<file path="src/rtl/score_bcd_display.sv">
// rtl/score_bcd_display.sv - sequential double-dabble binary-to-BCD converter with leading-zero blanking
module score_bcd_display #(
    parameter int WIDTH  = 10,
    parameter int DIGITS = 4
) (
    input  logic                  Clk,
    input  logic                  Reset,
    input  logic [WIDTH-1:0]      score,
    input  logic                  hold,
    output logic [4*DIGITS-1:0]   digits,
    output logic [DIGITS-1:0]     blank,
    output logic                  busy,
    output logic                  update
);

    localparam int BW = 4 * DIGITS;
    localparam int CW = (WIDTH > 1) ? $clog2(WIDTH) : 1;

    typedef enum logic [1:0] {
        IDLE,
        SHIFT,
        DONE
    } state_t;

    state_t                 state;
    state_t                 state_next;
    logic [WIDTH-1:0]       last_score;
    logic [WIDTH-1:0]       bin_sr;
    logic [BW-1:0]          bcd_sr;
    logic [BW-1:0]          bcd_adj;
    logic [BW+WIDTH-1:0]    shifted;
    logic [CW-1:0]          cnt;
    logic [DIGITS-1:0]      blank_next;
    logic                   higher_zero;
    logic                   start;

    // A new conversion starts only for a changed score while not paused
    assign start   = !hold && (score != last_score);
    assign busy    = (state != IDLE);
    assign shifted = {bcd_adj, bin_sr} << 1;

    // State register
    always_ff @(posedge Clk or posedge Reset) begin
        if (Reset) begin
            state <= IDLE;
        end else begin
            state <= state_next;
        end
    end

    // Next-state logic: exactly WIDTH shift cycles, then one DONE cycle
    always_comb begin
        state_next = state;
        case (state)
            IDLE:    if (start) state_next = SHIFT;
            SHIFT:   if (cnt == CW'(WIDTH - 1)) state_next = DONE;
            DONE:    state_next = IDLE;
            default: state_next = IDLE;
        endcase
    end

    // Add-3 correction on every nibble >= 5, all evaluated on pre-shift values
    always_comb begin
        bcd_adj = '0;
        for (int d = 0; d < DIGITS; d++) begin
            bcd_adj[4*d +: 4] = (bcd_sr[4*d +: 4] >= 4'd5) ? bcd_sr[4*d +: 4] + 4'd3
                                                           : bcd_sr[4*d +: 4];
        end
    end

    // Leading-zero flags: digit i blanks when it and every higher digit are zero; ones never blank
    always_comb begin
        blank_next  = '0;
        higher_zero = 1'b1;
        for (int i = DIGITS - 1; i >= 1; i--) begin
            higher_zero   = higher_zero && (bcd_sr[4*i +: 4] == 4'd0);
            blank_next[i] = higher_zero;
        end
    end

    // Datapath: capture, shift, and atomic publish of the finished result
    always_ff @(posedge Clk or posedge Reset) begin
        if (Reset) begin
            last_score <= '0;
            bin_sr     <= '0;
            bcd_sr     <= '0;
            cnt        <= '0;
            digits     <= '0;
            blank      <= {{(DIGITS-1){1'b1}}, 1'b0};
            update     <= 1'b0;
        end else begin
            update <= 1'b0;
            case (state)
                IDLE: begin
                    if (start) begin
                        bin_sr     <= score;
                        last_score <= score;
                        bcd_sr     <= '0;
                        cnt        <= '0;
                    end
                end
                SHIFT: begin
                    bcd_sr <= shifted[BW+WIDTH-1:WIDTH];
                    bin_sr <= shifted[WIDTH-1:0];
                    cnt    <= cnt + CW'(1);
                end
                DONE: begin
                    digits <= bcd_sr;
                    blank  <= blank_next;
                    update <= 1'b1;
                end
                default: ;
            endcase
        end
    end

endmodule

</file>
<file path="config.mk">
export PLATFORM = sky130hd
export DESIGN_NAME = score_bcd_display
export DESIGN_NICKNAME = d
export VERILOG_FILES = /design/src/rtl/score_bcd_display.sv
export SDC_FILE = /design/constraint.sdc
export NUM_CORES = 1
export LEC_CHECK = 0
export BUFFER_PORTS_ARGS = -buffer_cell sky130_fd_sc_hd__buf_2
export CORE_ASPECT_RATIO = 0.8
export CORE_UTILIZATION = 40
export DETAILED_ROUTE_END_ITERATION = 8
export PLACE_DENSITY = 0.58
export REMOVE_ABC_BUFFERS = 1
export SYNTH_ARGS = -nofsm -noshare
export SYNTH_HDL_FRONTEND = slang
export SYNTH_SLANG_ARGS = --single-unit
</file>
<file path="constraint.sdc">
create_clock -name Clk -period 1.78 [get_ports Clk]
set_input_delay 0 -clock Clk [delete_from_list [all_inputs] [get_ports Clk]]
set_output_delay 0 -clock Clk [all_outputs]
set_load 0.01 [all_outputs]
</file>
Word-level counts from Yosys, hierarchy flattened
Cells that the tools add are included.
{ "classes": {"order_cmp": 4, "n_eq_ne": 6, "n_div": 0, "addsub": 5, "shifts": 0, "mul": 0, "n_mux": 14, "reduce_logical": 13, "n_bitwise": 0} }
{ "op_table": {"columns": ["op", "n"], "rows": [
  ["16-bit one-hot mux with 2 select lines", 1],
  ["10-bit one-hot mux with 2 select lines", 1],
  ["4-bit by 3-bit >= comparator with 1-bit output (second input constant)", 4],
  ["16-bit two-way mux", 1],
  ["4-bit two-way mux", 4],
  ["4-bit by 2-bit adder with 4-bit output (second input constant)", 3],
  ["4-bit logical NOT", 3],
  ["10-bit two-way mux", 1],
  ["10-bit inequality test", 1],
  ["4-bit one-hot mux with 2 select lines", 1],
  ["2-bit AND reduction", 3],
  ["4-bit by 1-bit adder with 4-bit output (second input constant)", 1],
  ["4-bit == test (second input constant)", 1],
  ["2-bit two-way mux", 2],
  ["2-bit inequality test (second input constant)", 2],
  ["2-bit one-hot mux with 2 select lines", 1],
  ["2-bit nonzero test", 2],
  ["3-bit by 2-bit adder with 3-bit output (second input constant)", 1],
  ["1-bit logical AND", 3],
  ["3-bit two-way mux", 1],
  ["2-bit by 1-bit == test with 1-bit output (second input constant)", 1],
  ["2-bit == test (second input constant)", 1],
  ["2-bit logical NOT", 1],
  ["1-bit logical NOT", 1],
  ["1-bit two-way mux", 1]
]} }
{ "word_totals": {"register_bits": 62, "memories": 0, "latchBits": 0, "mem_bits_ro": 0, "ram_bits": 0, "wordCells": 50, "inputBits": 13, "out_inout_bits": 22} }

Depth between registers and ports, before layout
Gate-level depths: netlist of the first run.
{ "logic_depth": {"ltp_word": 4, "depth_mapped": 6, "depth_no_buf": 6} }

Worst setup path before layout of the first run
Ideal clock, no wire load.
{ "synth_timing": {"path_type": "reg2reg", "from": "reg bcd_sr[0]", "to": "reg bcd_sr[2]", "n_path_buf": 0, "slack_ps": 217, "synth_period_minus_slack_ps": 1563, "path_stages_with_launch": 7, "setup_ps": 82, "required_ps": 1698, "arrival_time_ps": 1481, "path_cell_list": "dfrtp_1 > inv_1 > ha_1 > nand2b_1 > a21oi_1 > mux2_2 > o22ai_1"} }
{ "synth_between": {"elab_chain_len": 3, "elab_cells_between_ends": 4, "cone_classes": "1 x add/sub; 1 x order compare; 2 x mux"} }
{ "synth_rtl": {"columns": ["item", "line_no", "rtl"], "rows": [
  ["from (decl)", "29", "logic [BW-1:0] bcd_sr;"],
  ["from (signal assigned)", "103", "bcd_sr <= shifted[BW+WIDTH-1:WIDTH];"],
  ["4-bit by 2-bit adder with 4-bit output or 4-bit by 3-bit >= comparator with 1-bit output (tied branches)", "66", "bcd_adj[4*d +: 4] = (bcd_sr[4*d +: 4] >= 4'd5) ? bcd_sr[4*d +: 4] + 4'd3"],
  ["4-bit two-way mux (*)", "66", null],
  ["16-bit one-hot mux with 2 select lines (*)", "93", "case (state)"]
]} }
Mark *: on every way between the ends. The rest lies on a longest branch, timed or not.
A chain may end at the register's enable or synchronous reset.

Worst setup path in the final report of the first run
{ "layout_timing": {"from": "reg bcd_sr[4]", "to": "reg bcd_sr[6]"} }
The elaborated chain is that of the path after synthesis.

==> impl_results.html, run 1 <==
<table>
<tr><th>Metric</th><th>Value</th></tr>
<tr><th colspan="2">Status</th></tr>
<tr><td>Run status</td><td>complete, no violations</td></tr>
<tr><th colspan="2">Critical path</th></tr>
<tr><td>Kind of end point of the critical path</td><td>register</td></tr>
<tr><td>Worst endpoint data arrival time</td><td>~1900 ps</td></tr>
<tr><td>Crit path capture</td><td>bcd_sr[6]</td></tr>
<tr><td>Worst R2R Setup Slack</td><td>90 ps</td></tr>
<tr><td>Depth of the worst register-to-register path</td><td>6</td></tr>
<tr><td>Critical path startpoint category</td><td>register</td></tr>
<tr><td>Highest fanout seen on the critical path</td><td>4</td></tr>
<tr><td>Classification of the worst setup path</td><td>reg2reg</td></tr>
<tr><td>Reg2Reg Capture Point</td><td>bcd_sr[6]</td></tr>
<tr><td>CP Launch Point</td><td>bcd_sr[4]</td></tr>
<tr><td>Startpoint of the most critical register-to-register path</td><td>bcd_sr[4]</td></tr>
<tr><td>CP Data Required Time</td><td>about 2000 ps</td></tr>
<tr><th colspan="2">Logic synthesis</th></tr>
<tr><td>Synth top area cells</td><td>dfrtp_1, mux2_2, ha_1</td></tr>
<tr><td>Most common library cells after synthesis</td><td>dfrtp_1, nand2_1, mux2_2, nor2_1, o21ai_0</td></tr>
<tr><td>Share of the synthesized area in the top cell type</td><td>47.3%</td></tr>
<tr><td>Mean cell area of the mapped netlist</td><td>10.7 um^2</td></tr>
<tr><td>Warning count from the yosys run</td><td>0</td></tr>
<tr><td>Syn Inst Count</td><td>a little under 300</td></tr>
<tr><td>Number of library cell types mapped by synthesis</td><td>36</td></tr>
<tr><td>Sequential-to-total area share from yosys stat</td><td>between 40 and 50%</td></tr>
<tr><td>Post-synth top flop</td><td>dfrtp_1</td></tr>
<tr><td>EDFF count, synth</td><td>0</td></tr>
<tr><td>Most frequently used cell type in the post-synthesis netlist</td><td>dfrtp_1</td></tr>
<tr><td>Post-synth design cell area</td><td>0.00312 mm^2</td></tr>
<tr><td>Flip-flop and latch count after synthesis</td><td>62</td></tr>
<tr><td>Proportion of register bits with asynchronous set or reset after synthesis</td><td>100%</td></tr>
<tr><td>Leading area contributor after synthesis</td><td>dfrtp_1</td></tr>
<tr><th colspan="2">Layout</th></tr>
<tr><td>Fraction of final layout cells with drive strength greater than 1</td><td>29.0%</td></tr>
<tr><td>Number of nets in the finished design</td><td>between 300 and 400</td></tr>
<tr><td>Number of antenna cells inserted</td><td>0</td></tr>
<tr><td>Growth of design area from synthesis to finish</td><td>21.3%</td></tr>
<tr><td>Non-Filler Cell Area, Final</td><td>between 0.003 and 0.004 mm^2</td></tr>
<tr><td>Number of fillers in the final layout</td><td>680</td></tr>
<tr><th colspan="2">Placed design</th></tr>
<tr><td>Number of buffers inserted by port buffering</td><td>33</td></tr>
<tr><td>Pre-CTS WS</td><td>56.4 ps</td></tr>
<tr><td>Cell area after placement</td><td>0.00345 mm^2</td></tr>
<tr><td>HPWL after detailed placement</td><td>roughly 3900 um</td></tr>
<tr><td>Placer Congestion</td><td>0.724</td></tr>
<tr><th colspan="2">Floorplanning</th></tr>
<tr><td>Floorplan die width</td><td>about 100 um</td></tr>
<tr><td>Core Area</td><td>roughly 0.0075 mm^2</td></tr>
<tr><td>I/O Pins</td><td>35</td></tr>
<tr><td>Floorplan row count</td><td>28</td></tr>
<tr><td>Y dimension of the die</td><td>81.0 um</td></tr>
<tr><td>Starting Density</td><td>41.9%</td></tr>
<tr><td>Total die area</td><td>about 0.0082 mm^2</td></tr>
<tr><th colspan="2">Clocking</th></tr>
<tr><td>Maximum level of the CTS H-tree</td><td>3</td></tr>
<tr><td>TritonCTS clock tree</td><td>done</td></tr>
<tr><td>CTS max path bufs</td><td>2</td></tr>
<tr><td>TritonCTS buffer count</td><td>9</td></tr>
<tr><td>Total clock sinks</td><td>62</td></tr>
<tr><td>Worst skew pair latency</td><td>about 340 ps</td></tr>
<tr><td>CTS clk-pin slew, worst paths</td><td>around 70 ps</td></tr>
<tr><td>Clock tree root driver cell</td><td>clkbuf_8</td></tr>
<tr><th colspan="2">Pwr</th></tr>
<tr><td>Portion of total power attributed to the clock network</td><td>19.8%</td></tr>
<tr><td>Largest vdd supply drop</td><td>about 600 uV</td></tr>
<tr><td>Internal power</td><td>4.29 mW</td></tr>
<tr><td>Cell leakage power</td><td>around 1.7 nW</td></tr>
<tr><td>Part of the power in combinational logic</td><td>between 40% and 50%</td></tr>
<tr><td>Sequential fraction of design power</td><td>a little under two fifths</td></tr>
<tr><td>Power Density</td><td>about 1800 mW/mm^2</td></tr>
<tr><td>Switching part of the total power</td><td>a little under two fifths</td></tr>
<tr><td>Net Switching</td><td>2.57 mW</td></tr>
<tr><th colspan="2">Route</th></tr>
<tr><td>Wire length per cell</td><td>approximately 13 um</td></tr>
<tr><td>Per-cell via count in the routed design</td><td>a little under 5</td></tr>
<tr><td>1st-pass router iterations</td><td>4</td></tr>
<tr><td>Drt initial violations</td><td>slightly above 100</td></tr>
<tr><td>Wire length reported by the detailed router</td><td>between 5000 and 6000 um</td></tr>
<tr><td>Post-route DRC violation count</td><td>0</td></tr>
<tr><td>Count of nets left with antenna violations after detail routing</td><td>0</td></tr>
<tr><td>Vias</td><td>2,221</td></tr>
<tr><th colspan="2">Run</th></tr>
<tr><td>Max capacitance violation total</td><td>0</td></tr>
<tr><th colspan="2">STA</th></tr>
<tr><td>Max Slew Vio Count</td><td>0</td></tr>
<tr><td>Setup-violating endpoint count in the final report</td><td>0</td></tr>
<tr><td>Maximum achievable frequency</td><td>about 0.59 GHz</td></tr>
<tr><td>Hold violation count in the final report</td><td>0</td></tr>
<tr><td>PnR worst setup slack</td><td>89.7 ps</td></tr>
<tr><td>Setup clock skew after layout</td><td>10.5 ps</td></tr>
<tr><td>RSZ-0062 raised after global routing</td><td>true</td></tr>
<tr><td>Final critical-path share of the clock period</td><td>around 95%</td></tr>
<tr><td>Min Tclk post-route</td><td>1690 ps</td></tr>
<tr><th colspan="2">Global routing</th></tr>
<tr><td>Grt total ovfl</td><td>0</td></tr>
<tr><td>Vias in the first global route</td><td>2,120</td></tr>
<tr><td>Tot GR Track Use</td><td>16.3%</td></tr>
<tr><td>Global-route wire length before repair</td><td>around 10,000 um</td></tr>
<tr><td>Number of antenna violations at the first check in global routing</td><td>0</td></tr>
<tr><td>Maximum number of pins on one net before global-route repair</td><td>44</td></tr>
<tr><th colspan="2">Min path</th></tr>
<tr><td>Classification of the worst-slack hold path</td><td>in2async</td></tr>
</table>
-- layer usage --
layer	part of all wire, %	vias up	wire [um]	track usage [%]
met5	0	-	0	0
met4	1.4	0	83	5.80
met3	4.2	8	249	6.02
met2	45	48	2630	23.6
met1	50	1052	2940	22.2
li1	-	1113	-	-
-- power by group through the flow --
| stage | registers [mW] | clock network, mW | logic, mW |
|---|---|---|---|
| after detailed placement | 2.55 | 0 | 2.96 |
| final | 2.53 | 1.36 | 2.98 |
| after floorplan | 2.53 | 0 | 2.08 |
| after global placement | 2.52 | 0 | 2.88 |
| after global routing | 2.63 | 1.46 | 3.36 |
| after CTS | 2.53 | 1.40 | 2.98 |
-- per-stage QoR --
step | util (%) | power (mW) | setup TNS (ps) | hold WS (ps) | instances
after floorplan | - | 4.61 | -17820 | 127 | 273
after detailed placement | 46.3 | 5.51 | 0 | 39.8 | 423
after global placement | 46.3 | 5.40 | 0 | 35.9 | 423
after global routing | 50.8 | 7.46 | -26.1 | 249 | 450
final | 50.8 | 6.86 | 0 | 217 | 450
after CTS | 50.7 | 6.91 | 0 | 215 | 450
-- placed cells by master, fill, tap and decap left out, drive strengths merged --
master and n:
inv 13, xnor2 4, ha 12, nor3 7, xor2 12, clkinvlp 1, nor3b 3, bufinv 2
mux2 22, a211oi 9, a21oi 11, a31oi 5, nor2b 1, o22ai 13, clkbuf 13, nand2 33
dfrtp 59, dfstp 3, dlygate4sd3 11, o21ai 19, buf 45, o31ai 1, nand3 1, a31o 1
conb 1, a311oi 9, nand2b 7, mux2i 1, nor4 2, nand4 1, or2 1, nor2 22
-- final cells by class --
| cell class | instances | area, um^2 | area share [%] |
|---|---|---|---|
| Sequential cell | 62 | 1560 | 41.0 |
| Multi-Input combinational cell | 198 | 1420 | 37.5 |
| Timing Repair Buffer | 56 | 415 | 11.0 |
| Clock buffer | 13 | 149 | 3.93 |
| Tap cell | 105 | 131 | 3.47 |
| Clock inverter | 3 | 67.6 | 1.78 |
| Inverter | 13 | 48.8 | 1.29 |
-- what timing repair did --
action	in CTS	in global routing
hold endpoints to repair	27	0
setup buffers	0	0
endpoints found under the setup margin	0	5
resized for setup	0	4
hold buffers	11	0
-- critical path, stage by stage (launching register included) --
cell and delay [ps]:
dfrtp_1 410, inv_1 140, ha_1 230, nand2b_1 100, a21oi_2 190, mux2_2 350, o22ai_1 180
-- flip-flops by register name, summed over array words and instances, names as in the netlist --
name,flops
blank,3
bcd_sr,16
update,1
last_score,10
cnt,4
state,2
digits,16
bin_sr,10
-- kinds of logic (layout without fill, tap and decap cells) --
kind of cell / Yosys count / count (layout) / synth area share, %
simple gates: 78 / 78 / 12.6
compound gates: 68 / 68 / 14.9
mux: 23 / 23 / 8.25
buf+inv: 31 / 85 / 5.01
fa+ha+maj: 12 / 12 / 4.81
other cells: 1 / 1 / 0.120
xor+xnor: 16 / 16 / 4.49
flops: 62 / 62 / 49.8
-- how the worst min path moves through the flow --
stage | start | to | slack (ps)
4_1_cts | Reset | last_score[0] | 220
3_3_place_gp | Reset | last_score[0] | 40
6_report | Reset | last_score[0] | 220
3_5_place_dp | Reset | last_score[0] | 40
5_1_grt | Reset | last_score[0] | 250
2_1_floorplan | score[0] | bin_sr[0] | 130
Note: power is estimated with default switching activity, not from simulation.
==> inputs of run 2 (changes only) <==
CORE_ASPECT_RATIO = default   (was 0.8)
==> impl_results.html, run 2 (same netlist as run 1, synthesis figures left out) <==
<table>
<tr><th>Metric</th><th>Value</th></tr>
<tr><th colspan="2">Layout</th></tr>
<tr><td>Area of combinational cells with multiple inputs</td><td>0.00142 mm^2 (about the same)</td></tr>
<tr><td>Most frequent standard cell in the layout excluding fill and tap cells</td><td>dfrtp_1</td></tr>
<tr><td>Growth of design area from synthesis to finish</td><td>20.7%</td></tr>
<tr><td>Number of fillers in the final layout</td><td>689 (+1.3%)</td></tr>
<tr><td>Number of nets in the finished design</td><td>365 (unchanged)</td></tr>
<tr><td>Registers with the highest flip-flop counts</td><td>bcd_sr: 16 flops, digits: 16 flops</td></tr>
<tr><td>Number of antenna cells inserted</td><td>0 (unchanged)</td></tr>
<tr><td>Commonest cells after routing, fill and taps aside</td><td>dfrtp_1, nand2_1, buf_2, mux2_2, nor2_1</td></tr>
<tr><td>Fraction of final layout cells with drive strength greater than 1</td><td>29.0% (unchanged)</td></tr>
<tr><td>Register area</td><td>0.00156 mm^2 (unchanged)</td></tr>
<tr><th colspan="2">Min path</th></tr>
<tr><td>Hold path endpoint</td><td>last_score[9]</td></tr>
<tr><td>Classification of the worst-slack hold path</td><td>in2reg</td></tr>
<tr><td>Startpoint of the most critical hold path</td><td>hold</td></tr>
<tr><td>Hold Path Depth</td><td>4</td></tr>
<tr><th colspan="2">Critical path</th></tr>
<tr><td>Highest fanout seen on the critical path</td><td>4 (unchanged)</td></tr>
<tr><td>CP Data Required Time</td><td>2030 ps (about the same)</td></tr>
<tr><td>Startpoint of the most critical register-to-register path</td><td>bcd_sr[8]</td></tr>
<tr><td>Classification of the worst setup path</td><td>reg2reg</td></tr>
<tr><td>Worst R2R Setup Slack</td><td>120 ps (+30 ps)</td></tr>
<tr><td>Critical path startpoint category</td><td>register</td></tr>
<tr><td>Kind of end point of the critical path</td><td>register</td></tr>
<tr><td>Reg2Reg Capture Point</td><td>bcd_sr[10]</td></tr>
<tr><td>Worst endpoint data arrival time</td><td>1910 ps (-30 ps)</td></tr>
<tr><td>Depth of the worst register-to-register path</td><td>6 (unchanged)</td></tr>
<tr><th colspan="2">Route</th></tr>
<tr><td>Vias</td><td>2,235 (+0.63%)</td></tr>
<tr><td>Per-cell via count in the routed design</td><td>5.03 (+2.0%)</td></tr>
<tr><td>Wire length reported by the detailed router</td><td>5830 um (-1.3%)</td></tr>
<tr><td>Drt initial violations</td><td>60 (-42%)</td></tr>
<tr><td>Wire length per cell</td><td>13.1 um (about the same)</td></tr>
<tr><td>Count of nets left with antenna violations after detail routing</td><td>0 (unchanged)</td></tr>
<tr><td>1st-pass router iterations</td><td>4 (unchanged)</td></tr>
<tr><td>Post-route DRC violation count</td><td>0 (unchanged)</td></tr>
<tr><th colspan="2">STA</th></tr>
<tr><td>Final critical-path share of the clock period</td><td>93.1% (-1.9 points)</td></tr>
<tr><td>Min Tclk post-route</td><td>1660 ps (-33.9 ps)</td></tr>
<tr><td>Max Slew Vio Count</td><td>0 (unchanged)</td></tr>
<tr><td>Setup clock skew after layout</td><td>7.41 ps (-3.07 ps)</td></tr>
<tr><td>Maximum achievable frequency</td><td>0.604 GHz (+2.0%)</td></tr>
<tr><td>RSZ-0062 raised after global routing</td><td>false</td></tr>
<tr><td>Total Neg Setup Slack</td><td>0 ps (unchanged)</td></tr>
<tr><td>Hold violation count in the final report</td><td>0 (unchanged)</td></tr>
<tr><td>Setup-violating endpoint count in the final report</td><td>0 (unchanged)</td></tr>
<tr><th colspan="2">Floorplanning</th></tr>
<tr><td>Starting Density</td><td>42.2% (+0.30 points)</td></tr>
<tr><td>Total die area</td><td>0.00817 mm^2 (about the same)</td></tr>
<tr><td>Y dimension of the die</td><td>90.4 um (+12%)</td></tr>
<tr><td>I/O Pins</td><td>35 (unchanged)</td></tr>
<tr><td>Core Area</td><td>0.00741 mm^2 (-0.72%)</td></tr>
<tr><td>Floorplan row count</td><td>31 (+11%)</td></tr>
<tr><td>Floorplan die width</td><td>90.4 um (-10%)</td></tr>
<tr><th colspan="2">Pwr</th></tr>
<tr><td>Largest vdd supply drop</td><td>753 uV (+26%)</td></tr>
<tr><td>Cell leakage power</td><td>1.72 nW (+0.27%)</td></tr>
<tr><td>Power Density</td><td>1810 mW/mm^2 (+0.14%)</td></tr>
<tr><td>Final Power</td><td>6.83 mW (-0.39%)</td></tr>
<tr><th colspan="2">Clocking</th></tr>
<tr><td>TritonCTS buffer count</td><td>9 (unchanged)</td></tr>
<tr><td>Maximum level of the CTS H-tree</td><td>3 (unchanged)</td></tr>
<tr><td>Clock tree root driver cell</td><td>clkbuf_8</td></tr>
<tr><td>CTS clk-pin slew, worst paths</td><td>70 ps (about the same)</td></tr>
<tr><td>Worst skew pair latency</td><td>330 ps (about the same)</td></tr>
<tr><td>Total clock sinks</td><td>62 (unchanged)</td></tr>
<tr><td>CTS max path bufs</td><td>2 (unchanged)</td></tr>
<tr><td>TritonCTS clock tree</td><td>done</td></tr>
<tr><td>Post-CTS setup-driven buffer insertion count</td><td>0 (unchanged)</td></tr>
<tr><th colspan="2">Global routing</th></tr>
<tr><td>Maximum number of pins on one net before global-route repair</td><td>63 (+43%)</td></tr>
<tr><td>Tot GR Track Use</td><td>15.4% (-0.91 points)</td></tr>
<tr><td>Number of antenna violations at the first check in global routing</td><td>0 (unchanged)</td></tr>
<tr><td>Global-route wire length before repair</td><td>10,000 um (-0.75%)</td></tr>
<tr><td>Vias in the first global route</td><td>2,166 (+2.2%)</td></tr>
<tr><td>Grt total ovfl</td><td>0 (unchanged)</td></tr>
<tr><th colspan="2">Run</th></tr>
<tr><td>Max capacitance violation total</td><td>0 (unchanged)</td></tr>
<tr><th colspan="2">Placed design</th></tr>
<tr><td>Placer Congestion</td><td>0.733 (+1.2%)</td></tr>
<tr><td>Number of buffers inserted by port buffering</td><td>33 (unchanged)</td></tr>
<tr><td>HPWL after detailed placement</td><td>3840 um (-1.8%)</td></tr>
<tr><th colspan="2">Status</th></tr>
<tr><td>Run status</td><td>complete, no violations</td></tr>
</table>
## run 2: cell types whose count changed in the layout (fill, tap and decap cells not counted), sizes merged
cell      previous run  this run
clkbuf              13        12
clkinvlp             1         0
clkinv               0         2
## run 2: how the worst max path moves through the flow
| stage | to | start |
|---|---|---|
| 2_1_floorplan | bcd_sr[12] | state[0] |
| 3_3_place_gp | bcd_sr[6] | bcd_sr[4] |
| 3_5_place_dp | bcd_sr[14] | bcd_sr[12] |
| 4_1_cts | bcd_sr[10] | bcd_sr[8] |
| 5_1_grt | bcd_sr[10] | bcd_sr[8] |
| 6_report | bcd_sr[10] | bcd_sr[8] |
## run 2: per-stage QoR
stage / hold WS (ps) / cells / util [%] / instance area, um^2 / setup WS (ps)
2_1_floorplan: 127 / 273 / - / 3020 / -685
3_3_place_gp: 94.0 / 417 / 46.3 / 3430 / 133
3_5_place_dp: 96.0 / 417 / 46.3 / 3430 / 124
4_1_cts: 207 / 444 / 50.7 / 3760 / 98.3
5_1_grt: 230 / 444 / 50.9 / 3770 / 4.70
6_report: 208 / 444 / 50.9 / 3770 / 124
## run 2: layout make-up
cell class	instances	share of cell area, %
Timing Repair Buffer	56	10.7
Multi-Input combinational cell	198	37.8
Sequential cell	62	41.3
Clock buffer	12	3.85
Tap cell	99	3.29
Clock inverter	4	1.86
Inverter	13	1.29
## run 2: power breakdown
group / total [mW] / switching [mW] / internal [mW]
Clock: 1.36 / 0.540 / 0.824
Sequential: 2.52 / 0.460 / 2.06
Combinational: 2.95 / 1.58 / 1.38
## run 2: repair_timing
action,4_1_cts,5_1_grt
hold buffers,11,0
hold endpoints to repair,70,0
endpoints found under the setup margin,0,4
gates resized for setup,0,3
## run 2: critical path, cell delays in order, from the launching register on
cell and delay, ps:
dfrtp_1 410, inv_1 140, ha_1 230, nand2b_1 110, a21oi_2 200, mux2_2 350
o22ai_1 140
## run 2: routing by layer
| layer | vias to the layer above | GRT usage (%) | routed length (um) |
|---|---|---|---|
| li1 | 1113 | - | - |
| met1 | 1070 | 20.9 | 2950 |
| met2 | 42 | 23.6 | 2610 |
| met3 | 10 | 2.61 | 150 |
| met4 | 0 | 7.66 | 115 |
| met5 | - | 0 | 0 |
